## src/rtl/sequencia_pkg.sv

```systemverilog
// Shared types and defaults for the programmable serial pattern detector.
package sequencia_pkg;

  localparam int WIDTH_DEF = 8;
  localparam int CNT_W_DEF = 8;

  typedef enum logic [1:0] {
    OCIOSO     = 2'd0,
    CAPTURANDO = 2'd1,
    BUSCANDO   = 2'd2
  } estado_e;

endpackage

```

## src/rtl/sequencia_multi_if.sv

```systemverilog
// Control, serial-data and status bundle between the detector and its neighbours.
interface sequencia_multi_if
  import sequencia_pkg::*;
#(
  parameter int WIDTH = WIDTH_DEF,
  parameter int CNT_W = CNT_W_DEF
);

  logic             setar_palavra;
  logic [WIDTH-1:0] palavra;
  logic [WIDTH-1:0] mascara;
  logic             sobrepor;
  logic             start;
  logic             stop;
  logic             bit_valid;
  logic             bit_in;
  logic             encontrado;
  logic             encontrado_pulso;
  logic [CNT_W-1:0] contagem;
  logic             ocupado;

  modport master (
    output setar_palavra, palavra, mascara, sobrepor, start, stop, bit_valid, bit_in,
    input  encontrado, encontrado_pulso, contagem, ocupado
  );

  modport slave (
    input  setar_palavra, palavra, mascara, sobrepor, start, stop, bit_valid, bit_in,
    output encontrado, encontrado_pulso, contagem, ocupado
  );

endinterface

```

## src/rtl/sequencia_shift_cmp.sv

```systemverilog
// Serial shift register, fill counter and masked comparator; raises a
// combinational match strobe on the valid bit that completes a matching window.
module sequencia_shift_cmp #(
  parameter int WIDTH  = 8,
  parameter int FILL_W = $clog2(WIDTH + 1)
) (
  input  logic             clk,
  input  logic             rst,
  input  logic             clear,
  input  logic             shift_en,
  input  logic             sobrepor,
  input  logic             bit_in,
  input  logic [WIDTH-1:0] palavra,
  input  logic [WIDTH-1:0] mascara,
  output logic             match,
  output logic             completa
);

  logic [WIDTH-1:0]  sr_q, sr_d, sr_shift;
  logic [FILL_W-1:0] fill_q, fill_d;

  // NOTE: every signal written here gets a default first, so no path can leave it unassigned and infer a latch.
  always_comb begin
    sr_shift = {sr_q[WIDTH-2:0], bit_in};
    completa = shift_en && (fill_q >= FILL_W'(WIDTH - 1));
    match    = completa && (((sr_shift ^ palavra) & mascara) == '0);
    sr_d     = sr_q;
    fill_d   = fill_q;
    if (clear) begin
      sr_d   = '0;
      fill_d = '0;
    end else if (shift_en) begin
      sr_d = sr_shift;
      // Non-overlap: restart the fill so a full fresh window is required.
      if (match && !sobrepor) begin
        fill_d = '0;
      end else if (fill_q != FILL_W'(WIDTH)) begin
        fill_d = fill_q + FILL_W'(1);
      end
    end
  end

  // NOTE: state registers use non-blocking assignments so all flops update together on the edge.
  always_ff @(posedge clk) begin
    if (rst) begin
      sr_q   <= '0;
      fill_q <= '0;
    end else begin
      sr_q   <= sr_d;
      fill_q <= fill_d;
    end
  end

endmodule

```

## src/rtl/sequencia_multi.sv

```systemverilog
// Programmable MSB-first serial pattern detector with mask, overlap mode,
// one-cycle match pulse, sticky flag and saturating match counter.
module sequencia_multi
  import sequencia_pkg::*;
#(
  parameter int WIDTH = WIDTH_DEF,
  parameter int CNT_W = CNT_W_DEF
) (
  input  logic             clk,
  input  logic             rst,
  sequencia_multi_if.slave bus
);

  estado_e          state_q, state_d;
  logic [WIDTH-1:0] palavra_q, palavra_d;
  logic [WIDTH-1:0] mascara_q, mascara_d;
  logic             sobrepor_q, sobrepor_d;
  logic             encontrado_q, encontrado_d;
  logic             pulso_q, pulso_d;
  logic [CNT_W-1:0] contagem_q, contagem_d;

  logic ocupado;
  logic shift_en;
  logic clear;
  logic match;
  logic completa;

  assign ocupado  = (state_q != OCIOSO);
  // Bits arriving together with start or stop are not consumed.
  assign shift_en = ocupado && bus.bit_valid && !bus.stop && !bus.start;
  assign clear    = bus.start && !bus.stop;

  sequencia_shift_cmp #(.WIDTH(WIDTH)) u_shift_cmp (
    .clk      (clk),
    .rst      (rst),
    .clear    (clear),
    .shift_en (shift_en),
    .sobrepor (sobrepor_q),
    .bit_in   (bus.bit_in),
    .palavra  (palavra_q),
    .mascara  (mascara_q),
    .match    (match),
    .completa (completa)
  );

  always_comb begin
    state_d      = state_q;
    palavra_d    = palavra_q;
    mascara_d    = mascara_q;
    sobrepor_d   = sobrepor_q;
    encontrado_d = encontrado_q;
    contagem_d   = contagem_q;
    pulso_d      = 1'b0;

    if (bus.stop) begin
      state_d = OCIOSO;
    end else if (bus.start) begin
      state_d      = CAPTURANDO;
      sobrepor_d   = bus.sobrepor;
      encontrado_d = 1'b0;
      contagem_d   = '0;
      if (state_q == OCIOSO && bus.setar_palavra) begin
        palavra_d = bus.palavra;
        mascara_d = bus.mascara;
      end
    end else begin
      case (state_q)
        OCIOSO: begin
          if (bus.setar_palavra) begin
            palavra_d = bus.palavra;
            mascara_d = bus.mascara;
          end
        end
        CAPTURANDO, BUSCANDO: begin
          if (match) begin
            pulso_d      = 1'b1;
            encontrado_d = 1'b1;
            if (contagem_q != '1) contagem_d = contagem_q + CNT_W'(1);
          end
          if (match && !sobrepor_q) begin
            state_d = CAPTURANDO;
          end else if (completa) begin
            state_d = BUSCANDO;
          end
        end
        default: state_d = OCIOSO;
      endcase
    end
  end

  always_ff @(posedge clk) begin
    if (rst) begin
      state_q      <= OCIOSO;
      palavra_q    <= '0;
      mascara_q    <= '0;
      sobrepor_q   <= 1'b0;
      encontrado_q <= 1'b0;
      pulso_q      <= 1'b0;
      contagem_q   <= '0;
    end else begin
      state_q      <= state_d;
      palavra_q    <= palavra_d;
      mascara_q    <= mascara_d;
      sobrepor_q   <= sobrepor_d;
      encontrado_q <= encontrado_d;
      pulso_q      <= pulso_d;
      contagem_q   <= contagem_d;
    end
  end

  assign bus.encontrado       = encontrado_q;
  assign bus.encontrado_pulso = pulso_q;
  assign bus.contagem         = contagem_q;
  assign bus.ocupado          = ocupado;

endmodule

```

## src/flat_wrapper.sv

```systemverilog
// flat-port wrapper written by rule: the top's interface ports become plain ports
module sequencia_multi_flat import sequencia_pkg::*;
#(
  parameter int WIDTH = WIDTH_DEF,
  parameter int CNT_W = CNT_W_DEF
)
  (clk, rst, bus_setar_palavra, bus_palavra, bus_mascara, bus_sobrepor, bus_start, bus_stop, bus_bit_valid, bus_bit_in, bus_encontrado, bus_encontrado_pulso, bus_contagem, bus_ocupado);
  sequencia_multi_if #(.WIDTH(WIDTH), .CNT_W(CNT_W)) bus_i ();
  input  logic clk;
  input  logic rst;
  input wire logic [$bits(bus_i.setar_palavra)-1:0] bus_setar_palavra;
  input wire logic [$bits(bus_i.palavra)-1:0] bus_palavra;
  input wire logic [$bits(bus_i.mascara)-1:0] bus_mascara;
  input wire logic [$bits(bus_i.sobrepor)-1:0] bus_sobrepor;
  input wire logic [$bits(bus_i.start)-1:0] bus_start;
  input wire logic [$bits(bus_i.stop)-1:0] bus_stop;
  input wire logic [$bits(bus_i.bit_valid)-1:0] bus_bit_valid;
  input wire logic [$bits(bus_i.bit_in)-1:0] bus_bit_in;
  output wire logic [$bits(bus_i.encontrado)-1:0] bus_encontrado;
  output wire logic [$bits(bus_i.encontrado_pulso)-1:0] bus_encontrado_pulso;
  output wire logic [$bits(bus_i.contagem)-1:0] bus_contagem;
  output wire logic [$bits(bus_i.ocupado)-1:0] bus_ocupado;
  assign bus_i.setar_palavra = bus_setar_palavra;
  assign bus_i.palavra = bus_palavra;
  assign bus_i.mascara = bus_mascara;
  assign bus_i.sobrepor = bus_sobrepor;
  assign bus_i.start = bus_start;
  assign bus_i.stop = bus_stop;
  assign bus_i.bit_valid = bus_bit_valid;
  assign bus_i.bit_in = bus_bit_in;
  assign bus_encontrado = bus_i.encontrado;
  assign bus_encontrado_pulso = bus_i.encontrado_pulso;
  assign bus_contagem = bus_i.contagem;
  assign bus_ocupado = bus_i.ocupado;
  sequencia_multi #(.WIDTH(WIDTH), .CNT_W(CNT_W)) u_core (.clk(clk), .rst(rst), .bus(bus_i));
endmodule
```

## config.mk

```make
export PLATFORM = sky130hd
export DESIGN_NAME = sequencia_multi_flat
export DESIGN_NICKNAME = d
export VERILOG_FILES = /design/src/rtl/sequencia_pkg.sv /design/src/rtl/sequencia_multi_if.sv /design/src/rtl/sequencia_shift_cmp.sv /design/src/rtl/sequencia_multi.sv /design/src/flat_wrapper.sv
export SDC_FILE = /design/constraint.sdc
export NUM_CORES = 1
export LEC_CHECK = 0
export CAP_MARGIN = 20
export CELL_PAD_IN_SITES_DETAIL_PLACEMENT = 0
export CELL_PAD_IN_SITES_GLOBAL_PLACEMENT = 2
export CORE_ASPECT_RATIO = 1.2
export CORE_MARGIN = 5
export CORE_UTILIZATION = 30
export DETAILED_ROUTE_END_ITERATION = 6
export GPL_TIMING_DRIVEN = 1
export MAX_ROUTING_LAYER = met4
export PLACE_DENSITY = 0.8
export SLEW_MARGIN = 30
export SYNTH_ARGS = -nofsm -noshare
export SYNTH_HDL_FRONTEND = slang
export SYNTH_SLANG_ARGS = --single-unit
```

## constraint.sdc

```tcl
create_clock -name clk -period 2.91 [get_ports clk]
set_input_delay 0.7275 -clock clk [delete_from_list [all_inputs] [get_ports clk]]
set_output_delay 0.7275 -clock clk [all_outputs]
set_load 0.01 [all_outputs]
```

## Word level (Yosys, flattened, before mapping)

Cells that the tools add are included.

- Bits in registers: 40
- Bits in latches: 0
- Bits in writable memories: 0
- Bits in read-only memories: 0
- Input port bits: 24
- Output and inout port bits: 11
- Logic and storage cells: 80
- Memories kept: 0

- Add/sub/neg operators: 2
- $mul: 0
- Divide/modulo/power cells: 0
- Magnitude comparators: 1
- Equality and inequality tests: 8
- Shift-type cells: 0
- Mux-type cells: 22
- Bitwise logic cells: 5
- Reduce and logical (&&, ||, !) cells: 32

Operator list:

| cell | number |
|---|---|
| $mux W8 | 12 |
| $reduce_bool A2 Y1 | 7 |
| $add A8 B1 Y8 const B | 1 |
| $and A8 B8 Y8 | 1 |
| $logic_and A1 B1 Y1 | 8 |
| $logic_not A8 Y1 | 1 |
| $mux W4 | 2 |
| $ne A8 B8 Y1 const B | 1 |
| $reduce_and A2 Y1 | 4 |
| $reduce_and A4 Y1 | 2 |
| $xor A8 B8 Y8 | 1 |
| $reduce_or A2 Y1 | 3 |
| $mux W1 | 5 |
| $add A4 B1 Y4 const B | 1 |
| $ge A4 B3 Y1 const B | 1 |
| $mux W2 | 2 |
| $ne A4 B2 Y1 const B | 1 |
| $ne A4 B4 Y1 const B | 1 |
| $pmux W2 S2 | 1 |
| $reduce_or A4 Y1 | 1 |
| $logic_not A1 Y1 | 3 |
| $ne A3 B1 Y1 const B | 1 |
| $not A1 Y1 | 3 |
| $reduce_and A3 Y1 | 1 |
| 6 further kinds | 6 |

## Longest topological paths before layout

Gate-level depths: netlist of run 1.

- Depth after elaboration: 10
- Depth in mapped cells: 8
- Gate-level depth less buffers: 7

## By module

A second synthesis of run 1 with hierarchy kept.

- Cell total of the unflattened synthesis: 230
- Area total of the unflattened synthesis: 1880.6 um^2

By module, submodules not included:

| module | instances | cells an instance | area an instance (um^2) | sequential area each (um^2) |
|---|---|---|---|---|
| sequencia_multi | 1 | 157 | 1251.2 | 580.6 |
| sequencia_shift_cmp | 1 | 73 | 629.4 | 220.2 |

## Least setup slack after synthesis of run 1

No wires, ideal clock.

- Path type: input-to-reg
- Start: in bus_start
- End: reg u_core.u_shift_cmp.fill_q[3]
- Setup time: 122 ps
- Data arrival time: 2189 ps
- Required time: 2788 ps
- Setup slack: 599 ps
- Cell stages on the path: 6
- Buffers on the path: 1
- Path through: or4b_4 a211oi_4 and4_1 buf_6 a21oi_2 a221o_1

- Longest elaborated chain between the ends: 7
- Elaborated cells between the ends (all ways): 10
- Classes of those cells: 1 x mux; 9 x reduce/logical

RTL lines:

| element | line | text |
|---|---|---|
| start: declaration | flat_wrapper.sv:15 | `input wire logic [$bits(bus_i.start)-1:0] bus_start;` |
| $logic_not A1 Y1 | sequencia_multi.sv:30 | `assign shift_en = ocupado && bus.bit_valid && !bus.stop && !bus.start;` |
| $logic_and A1 B1 Y1 | sequencia_multi.sv:30 |  |
| $logic_and A1 B1 Y1 | sequencia_shift_cmp.sv:25 | `completa = shift_en && (fill_q >= FILL_W'(WIDTH - 1));` |
| $logic_and A1 B1 Y1 | sequencia_shift_cmp.sv:26 | `match = completa && (((sr_shift ^ palavra) & mascara) == '0);` |
| $logic_and A1 B1 Y1 | sequencia_shift_cmp.sv:35 | `if (match && !sobrepor) begin` |
| $reduce_bool A2 Y1 (no source line) | n/a |  |
| $reduce_and A2 Y1 (no source line) | n/a |  |
| end signal: assignment | sequencia_shift_cmp.sv:50 | `fill_q <= fill_d;` |
| end: declaration | sequencia_shift_cmp.sv:20 | `logic [FILL_W-1:0] fill_q, fill_d;` |

Several ways; a longest one is shown, not always the timed one.
A chain may end at the register's enable or synchronous reset.

## Worst setup path after layout of run 1

- Start: in bus_start
- End: reg u_core.contagem_q[7] (netlist: u_core.bus.contagem[7])

- Longest elaborated chain between the ends: 6
- Elaborated cells between the ends (all ways): 9
- Classes of those cells: 1 x mux; 8 x reduce/logical

RTL lines:

| element | line | text |
|---|---|---|
| $logic_not A1 Y1 | sequencia_multi.sv:30 |  |
| $logic_and A1 B1 Y1 | sequencia_multi.sv:30 |  |
| $logic_and A1 B1 Y1 | sequencia_shift_cmp.sv:25 |  |
| $logic_and A1 B1 Y1 | sequencia_shift_cmp.sv:26 |  |
| $reduce_bool A2 Y1 (no source line) | n/a |  |
| $reduce_and A4 Y1 (no source line) | n/a |  |
| end signal: assignment | sequencia_multi.sv:107 | `contagem_q <= contagem_d;` |
| end: declaration | sequencia_multi.sv:20 | `logic [CNT_W-1:0] contagem_q, contagem_d;` |

Several ways; a longest one is shown, not always the timed one.

==> out/results.txt, run 1 <==
DRC viols - 0
H-Tree Level Count - 2
top cell type's share of synthesized area - 40.92%
n_diodes - 0
area delta synth->final - 32.74%
Total Negative Setup Slacks - 0 ps
largest net degree at the start of global routing - 28
placed cell count - 365
Crit Path Max Fanout - 9
post_cts resized - 0
Crit. Startpoint - bus_start
Worst-path clk slew - 90 ps
fin cells - 373
most common cell in the netlist - nand2_1
share of layout cells above drive strength 1 - 9.028%
Min-Delay Path Class - flip-flop to flip-flop
#FFs+latches synth - 40
unrepaired setup endpoints after global routing - no
Clk Latency, worst-skew pair - 300 ps
top cells by count, synth - 57 x nand2_1, 40 x dfxtp_1, 28 x a21oi_1, 13 x inv_1, 12 x nor2_1
Fmax - 0.3961 GHz
global-route wire length before repair - 8763 um
clock period minus worst slack - 2524 ps
DR iter-0 viols - 85
CP delay by family, top - simple AND/OR/NAND/NOR gates
largest area contributor in the netlist - dfxtp_1
Crit path buffers/inverters - 2
Final Hold Viols - 0
I/O Pins - 35
reg-to-reg startpoint - u_core.state_q[0]
HPWL Detailed - 3849 um
Setup crit end kind - flip-flop
Initial Utilization - 30.55%
Yosys cell types - 40
root buffer cell - clkbuf_8
DR WL/cell - 13.92 um
die width - 83.73 um
drt via density - 4.981
core area - 6406 um^2
Die Height - 98.47 um
gp weighted congestion - 0.8061
total die area - 8244 um^2
grt ovf - 0
FF-to-FF path depth - 8
Slew @ Worst Pin - 514.5 ps
CTS tree - built
P per Cell Area - 513.8 nW/um^2
Post-CTS Hold Buffers - 0
Synth area leaders - dfxtp_1 41%, nand2_1 11%, a21oi_1 7.2%
Leak - 0.9784 nW
Mapped Nets - 277
crit-path cells - clkdlybuf4s50_1, or4b_4, a211oi_4, and4_1, buf_4, a31oi_1, nor3b_1
final setup vio count - 0
gr usage total - 13.61%
initial antenna violation count - 0
Post-synth EDFFs - 0
RR Endpoint - u_core.bus.contagem[7]
Avg Inst Size Synth - 7.859 um^2
Layout fillers - 685
ANT nets after route - 0
Setup Crit Path Kind - input port to flip-flop
Relative slew margins - 65.70%
Worst Skew - 8.285 ps
number of global-route vias before repair - 1,860
CTS Buf Count - 5
Synth Instances - 249
Critical Path Start Type - input port
Rows - 32
Worst R2R Setup Slack - 680 ps
First-pass DRT Iterations - 4
CTS Buffer Depth - 2
Stages on worst setup path - 7
CP required - 3120 ps
Yosys Warn Count - 0
Setup Fix Bufs, Post-CTS - 0
Top FF cell, synth - dfxtp_1
Vias - 1,858
Pwr Total - 1.335 mW
post-synthesis sequential area ratio - 40.92%
TritonCTS Sinks - 40
worst vdd ir - 0.0002459 V
fin. max-slew vios - 0
Worst path slowest cell - or4b_4
critical path endpoint - u_core.bus.contagem[7]
CP arrival - 2740 ps
final net count - 315
Max Cap Violations - 0
synthesized area - 1957 um^2
final wirelength - 5194 um
outcome - finished, final reports clean
period utilisation layout - 86.75%
Critical Path Max Stage Delay - 570 ps
I/O Buffers - 34
asr flop ratio synth - 0%
[layout make-up]
type / count / area (um^2) / share of cell area (%)
multi-input cells: 181 / 1040 / 40.03
flip-flops and latches: 40 / 800.8 / 30.83
repair buffers: 46 / 442.9 / 17.05
well taps: 85 / 106.4 / 4.094
clock inverters: 3 / 90.09 / 3.468
clock buffers: 5 / 68.82 / 2.649
inverters: 13 / 48.80 / 1.879
[report_power, final]
part           internal (mW)  switching, mW  total, mW
Sequential             0.563         0.0111      0.574
Combinational         0.0619         0.0641      0.126
Clock                  0.429          0.205      0.634
[how the worst min path moves through the flow]
stage	start	end	slack, ps	depth (start not counted)
after floorplan	u_core.mascara_q[7]	u_core.mascara_q[7]	440	2
after global placement	u_core.mascara_q[5]	u_core.mascara_q[5]	440	2
after detailed placement	u_core.mascara_q[5]	u_core.mascara_q[5]	450	2
after CTS	u_core.mascara_q[5]	u_core.mascara_q[5]	460	2
after global routing	u_core.mascara_q[2]	u_core.mascara_q[2]	480	2
final	u_core.mascara_q[5]	u_core.mascara_q[5]	460	2
[layout by cell type (no fill, tap or decap), types with 2 or more instances in the layout]
cell             count
nand2_1             57
dfxtp_1             40
clkdlybuf4s50_1     34
a21oi_1             28
inv_1               13
nor2_1              12
and3_1              11
buf_4               11
xor2_1               8
nand4_1              7
a31oi_1              7
o21ai_0              6
nand3_1              5
clkbuf_8             5
nor3_1               4
ha_1                 4
a22oi_1              3
o211ai_1             3
a311o_1              3
bufinv_16            3
o2111ai_1            2
nor3b_1              2
[registers in the layout, summed over array words and instances, names as in the netlist]
signal and count:
u_core.u_shift_cmp.fill_q 4, u_core.mascara_q 8, u_core.sobrepor_q 1, u_core.state_q 2, u_core.bus.contagem 8, u_core.bus.encontrado_pulso 1, u_core.bus.encontrado 1, u_core.u_shift_cmp.sr_q 7
u_core.palavra_q 8
[cells by family after synthesis]
logic type	Yosys count	synth area share [%]
simple gates	104	24.94
flops	40	40.92
buf+inv	28	5.946
compound gates	65	22.06
fa+ha+maj	4	2.558
xor+xnor	8	3.581
[through the flow]
step                setup WS [ps]  instance area (um^2)  hold slack (ps)  util (%)
finish                      385.6                  2597            457.9     40.55
detailed placement          70.37                  2439            449.5     38.07
CTS                         373.8                  2597            460.4     40.55
floorplan                   598.7                  1957            435.7         -
global route                257.6                  2597            484.7     40.55
global placement            123.5                  2439            443.1     38.07
[layer usage]
| metal | GRT usage, % | part of all wire [%] | vias up |
|---|---|---|---|
| li1 | - | - | 951 |
| met1 | 14.68 | 42 | 863 |
| met2 | 24.13 | 51 | 36 |
| met3 | 3.261 | 4.8 | 8 |
| met4 | 5.074 | 2.0 | 0 |
| met5 | - | 0 | - |
[worst reg2reg max path: stages, from the launching register on]
cell      delay, ps
dfxtp_1         340
inv_1            60
ha_1            210
or4b_4          540
a211oi_4        230
and4_1          310
buf_4           190
a31oi_1          90
nor3b_1         190
No activity file was read; power rests on OpenSTA's default activity.
==> run 2: changes to the inputs <==
Settings changed: SLEW_MARGIN 30 to not set.
==> results of run 2 <==
Same layout as run 1: the final DEF is identical, and so are final timing and power.
